[src/rtl/spi_reg_ctrl.sv]
// SPI register transaction controller: turns byte frames from the SPI slave engine into register bus reads/writes.
// Optional: define SPI_REG_STATUS_EN to shift out {err_ro, frame_active, tx_cnt[5:0]} during the CMD byte.
module spi_reg_ctrl #(
    parameter int AW      = 6,
    parameter int RO_BASE = 48
) (
    input  logic          clk,
    input  logic          rst_n,
    input  logic          ncs_s,
    input  logic [7:0]    rx_data,
    input  logic          rx_done,
    input  logic          tx_done,
    output logic [7:0]    tx_data,
    output logic          tx_call,
    output logic [AW-1:0] reg_addr,
    output logic [7:0]    reg_wdata,
    output logic          reg_we,
    input  logic [7:0]    reg_rdata,
    output logic          frame_active,
    output logic          err_ro
);

    typedef enum logic [2:0] {
        IDLE,
        CMD,
        WR,
        RD_FETCH,
        RD_LOAD,
        RD
    } state_t;

    localparam logic [AW:0] RO_LIM = (AW+1)'(RO_BASE);

    state_t        state_q;
    logic [AW-1:0] addr_q;
    logic [7:0]    tx_data_q;
    logic          tx_call_q;
    logic [AW-1:0] reg_addr_q;
    logic [7:0]    reg_wdata_q;
    logic          reg_we_q;
    logic          frame_active_q;
    logic          err_ro_q;

    logic [AW-1:0] addr_inc_d;
    logic          wr_ok_d;
    logic [7:0]    cmd_tx_d;

    assign addr_inc_d = addr_q + AW'(1);
    assign wr_ok_d    = ({1'b0, addr_q} < RO_LIM);

`ifdef SPI_REG_STATUS_EN
    logic [5:0] tx_cnt_q;

    always_ff @(posedge clk or negedge rst_n) begin
        if (!rst_n) begin
            tx_cnt_q <= 6'd0;
        end else if (tx_done) begin
            tx_cnt_q <= tx_cnt_q + 6'd1;
        end
    end

    // frame_active is about to become 1 as the CMD byte is loaded
    assign cmd_tx_d = {err_ro_q, 1'b1, tx_cnt_q};
`else
    assign cmd_tx_d = 8'h00;
`endif

    logic unused_ok;
    assign unused_ok = &{1'b0, rx_data[6:AW], tx_done};

    always_ff @(posedge clk or negedge rst_n) begin
        if (!rst_n) begin
            state_q        <= IDLE;
            addr_q         <= '0;
            tx_data_q      <= 8'h00;
            tx_call_q      <= 1'b0;
            reg_addr_q     <= '0;
            reg_wdata_q    <= 8'h00;
            reg_we_q       <= 1'b0;
            frame_active_q <= 1'b0;
            err_ro_q       <= 1'b0;
        end else begin
            reg_we_q <= 1'b0;
            // Chip select release ends the frame and beats any coincident byte
            if (state_q != IDLE && ncs_s) begin
                state_q        <= IDLE;
                tx_call_q      <= 1'b0;
                frame_active_q <= 1'b0;
            end else begin
                case (state_q)
                    IDLE: begin
                        if (!ncs_s) begin
                            state_q        <= CMD;
                            tx_data_q      <= cmd_tx_d;
                            tx_call_q      <= 1'b1;
                            frame_active_q <= 1'b1;
                        end
                    end
                    CMD: begin
                        if (rx_done) begin
                            addr_q  <= rx_data[AW-1:0];
                            state_q <= rx_data[7] ? RD_FETCH : WR;
                        end
                    end
                    WR: begin
                        if (rx_done) begin
                            if (wr_ok_d) begin
                                reg_we_q    <= 1'b1;
                                reg_addr_q  <= addr_q;
                                reg_wdata_q <= rx_data;
                                if (addr_q == '0 && rx_data == 8'h01) begin
                                    err_ro_q <= 1'b0;
                                end
                            end else begin
                                err_ro_q <= 1'b1;
                            end
                            addr_q <= addr_inc_d;
                        end
                    end
                    RD_FETCH: begin
                        reg_addr_q <= addr_q;
                        state_q    <= RD_LOAD;
                    end
                    RD_LOAD: begin
                        tx_data_q <= reg_rdata;
                        addr_q    <= addr_inc_d;
                        state_q   <= RD;
                    end
                    RD: begin
                        if (rx_done) begin
                            state_q <= RD_FETCH;
                        end
                    end
                    default: begin
                        state_q <= IDLE;
                    end
                endcase
            end
        end
    end

    assign tx_data      = tx_data_q;
    assign tx_call      = tx_call_q;
    assign reg_addr     = reg_addr_q;
    assign reg_wdata    = reg_wdata_q;
    assign reg_we       = reg_we_q;
    assign frame_active = frame_active_q;
    assign err_ro       = err_ro_q;

endmodule

[config.mk]
export PLATFORM = sky130hd
export DESIGN_NAME = spi_reg_ctrl
export DESIGN_NICKNAME = d
export VERILOG_FILES = /design/src/rtl/spi_reg_ctrl.sv
export SDC_FILE = /design/constraint.sdc
export NUM_CORES = 1
export LEC_CHECK = 0
export BUFFER_PORTS_ARGS = -buffer_cell sky130_fd_sc_hd__buf_2
export CORE_ASPECT_RATIO = 0.75
export CORE_MARGIN = 5
export CORE_UTILIZATION = 25
export CTS_CLUSTER_SIZE = 40
export DETAILED_ROUTE_END_ITERATION = 8
export PLACE_DENSITY = 0.43
export SYNTH_ARGS = -nofsm -noshare
export SYNTH_HDL_FRONTEND = slang
export SYNTH_SLANG_ARGS = --single-unit
export TNS_END_PERCENT = 50
[constraint.sdc]
create_clock -name clk -period 4.7 [get_ports clk]
set_clock_uncertainty 0.1 [all_clocks]
set_input_delay 0.94 -clock clk [delete_from_list [all_inputs] [get_ports clk]]
set_output_delay 0.94 -clock clk [all_outputs]
set_load 0.01 [all_outputs]
==> results.sh <==
export IMPL_status="complete, no violations"
export IMPL_synth_ff_type="dfrtp_1"
export IMPL_slew_violations=0
export IMPL_cts_buffers=5
export IMPL_grt_pass1_vias=1419
export IMPL_cts_sinks=34
export IMPL_setup_violations=0
export IMPL_tightest_slew_ps=798.1
export IMPL_post_place_cells=297
export IMPL_port_buffer_count=45
export IMPL_cp_max_fo=15
export IMPL_min_period_over_period_pct=58.88
export IMPL_rsz0062_at_grt="false"
export IMPL_syn_to_final_growth_pct=20.25
export IMPL_drc=0
export IMPL_share_comb_of_total_power_pct=43.6
export IMPL_finalWirelength_mm=4.241
export IMPL_timing_final_ws_setup_ps=1933
export IMPL_ys_seq_elements=34
export IMPL_ys_seq_area_share_pct=47.32
export IMPL_drt_wirelength_per_cell_microns=13.95
export IMPL_synth_async_sr_flop_share_pct=100.0
export IMPL_netlist_area_leader_share_pct=47.32
export IMPL_crit_path_start_kind="flip-flop"
export IMPL_antenna_found_initial=0
export IMPL_cap_violations=0
export IMPL_endpoint_kind="flip-flop"
export IMPL_clockBufferDepth=2
export IMPL_fin_nets=231
export IMPL_hpwl_mm=3.111
export IMPL_internal_power_uw=792.4
export IMPL_criticalPathCategory="reg2reg"
export IMPL_ant_nets=0
export IMPL_die_x_microns=107.9
export IMPL_grt_overflow=0
export IMPL_worstSkewPairLatency_ps=280
export IMPL_cts_hold_buffers_added=0
export IMPL_synth_area_leaders="dfrtp_1 47%, mux2_2 7.5%, o21ai_0 4.5%, mux2i_1 3.3%, nand3_1 3.3%"
export IMPL_rows=26
export IMPL_syn_cell_area_sq_um=1798
export IMPL_yosysWarnings=0
export IMPL_swShare_pct=41.41
export IMPL_fp_dieH_microns=83.45
export IMPL_pwr_share_clk_pct=15.0
export IMPL_max_freq_mhz=361.4
export IMPL_vias=1346
export IMPL_synth_top_area_cell="dfrtp_1"
export IMPL_postSynthCellCount=163
export IMPL_power_density_nw_per_um2=625.5
export IMPL_hold_violations=0
export IMPL_post_cts_resize_count=0
export IMPL_initial_core_util_pct=26.07
export IMPL_slew_headroom_pct=46.80
export IMPL_vias_per_cell=4.428
export IMPL_io_pins=47
export IMPL_p_leak_uw=0.0009761
export IMPL_cp_required_ps=4770
export IMPL_max_vdd_ir_drop_mv=0.1644
export IMPL_p_switching_uw=560.0
export IMPL_synth_edf_count=0
export IMPL_first_pass_iters=4
export IMPL_cts_tree="yes"
export IMPL_syn_num_nets=188
export IMPL_place_congestion=0.7260
export IMPL_hp_class="reg2reg"
export IMPL_worstPathArrival_ps=2840
export IMPL_h_tree_depth=2
export IMPL_drive_gt1_share_pct=36.41
export IMPL_synth_cell_types=41
export IMPL_min_period_ps=2767
export IMPL_synth_area_per_cell_sq_um=11.03
export IMPL_coreArea_sq_um=6897
export IMPL_post_cts_buffers=0
export IMPL_clk_pin_slew_ps=70
export IMPL_final_cells=304
export IMPL_place_ws_ps=1875
export IMPL_antenna_cells=0
export IMPL_ctsRootBufferMaster="clkbuf_8"
export IMPL_grt_pass1_wl_mm=7.362
export IMPL_die_area_sq_um=9006
export IMPL_tns_ps=0
export IMPL_initialDrtViolationCount=59
export IMPL_grt_usage_pct=10.16
export IMPL_seqPwrFrac_pct=41.4
export IMPL_grt_start_max_net_pins=35
[metrics by stage]
step | power, uW | utilization (%) | instance area, sq um | hold slack (ps)
2_1_floorplan | 994.3 | - | 1798 | 400.5
3_3_place_gp | 1162 | 30.21 | 2083 | 382.8
3_5_place_dp | 1166 | 30.21 | 2083 | 380.8
4_1_cts | 1379 | 31.35 | 2162 | 397.7
5_1_grt | 1471 | 31.35 | 2162 | 422.1
6_report | 1352 | 31.35 | 2162 | 387.3
[layer usage]
| metal | track usage [%] | share of wire, % |
|---|---|---|
| met1 | 13.49 | 50 |
| met2 | 16.20 | 47 |
| met3 | 1.860 | 2.3 |
| met4 | 4.128 | 1.1 |
| met5 | 0 | 0 |
[critical path, stage by stage, from the launching register on]
cell and delay (ps):
dfrtp_1 610, or3_1 470, ha_1 350, nor3b_4 320
o21ai_2 160, a31oi_4 280, mux2_2 360
[state kept, by name, indices dropped and copies added (netlist names)]
name          count
frame_active      1
reg_wdata         8
addr_q            6
reg_addr          6
err_ro            1
tx_data           8
reg_we            1
state_q           3
[power by group through the flow]
| stage | combinational, uW | sequential (uW) | clock, uW |
|---|---|---|---|
| final | 589 | 560 | 203 |
| after global routing | 662 | 586 | 224 |
| after CTS | 603 | 561 | 215 |
| after detailed placement | 600 | 566 | 0 |
| after global placement | 595 | 567 | 0 |
| after floorplan | 457 | 537 | 0 |
[layout by cell type (no fill, tap or decap), drive strengths merged, types with 2 or more instances in the layout]
master	count
o22a	2
a2111oi	2
mux2	12
nand4	4
nor3	4
clkbuf	5
nor4b	2
buf	45
inv	16
o21ai	17
nor2	7
dfrtp	34
nand2b	2
ha	4
nand2	6
a2bb2oi	3
mux2i	6
o31ai	2
a211oi	2
clkinv	2
nand3	12
a21oi	5
nor3b	2
[layout make-up]
cell class	instances	area, sq um
fill	747	4735
inverter	16	60.06
clock buffer	5	68.82
timing repair buffer	45	225.2
multi-input combinational	104	824.5
tap	98	122.6
sequential	34	850.8
clock inverter	2	10.01
[synth_stat cells (all sizes together), types with 3 or more instances]
library cell	instances
dfrtp	34
o21ai	17
inv	16
mux2	12
nand3	12
buf	8
nor2	7
mux2i	6
nand2	6
a21oi	5
ha	4
nand4	4
nor3	4
a2bb2oi	3
[path summary, 6_finish.rpt]
check	from	end	slack, ps	cells past startpoint
max	state_q[0]$_DFFE_PN0P_	reg_addr[1]$_DFFE_PN0P_	1930	6
min	frame_active$_DFFE_PN0P_	frame_active$_DFFE_PN0P_	390	2
max reg2reg	state_q[0]$_DFFE_PN0P_	reg_addr[1]$_DFFE_PN0P_	1930	6
min reg2reg	frame_active$_DFFE_PN0P_	frame_active$_DFFE_PN0P_	390	2
max in group asynchronous	rst_n	reg_addr[5]$_DFFE_PN0P_	3360	1
min in group asynchronous	rst_n	reg_addr[4]$_DFFE_PN0P_	640	1
[kinds of logic (layout without fill, tap and decap cells)]
kind of cell / after synthesis / count (layout) / synth area share, %
buffers and inverters: 25 / 68 / 6.819
AND/OR/NAND/NOR: 45 / 45 / 16.15
XOR/XNOR: 1 / 1 / 0.4872
flip-flops: 34 / 34 / 47.32
adder cells (fa/ha/maj): 4 / 4 / 2.784
AO/OA/AOI/OAI: 36 / 36 / 15.59
multiplexers: 18 / 18 / 10.86
No activity file was read; power rests on OpenSTA's default activity.
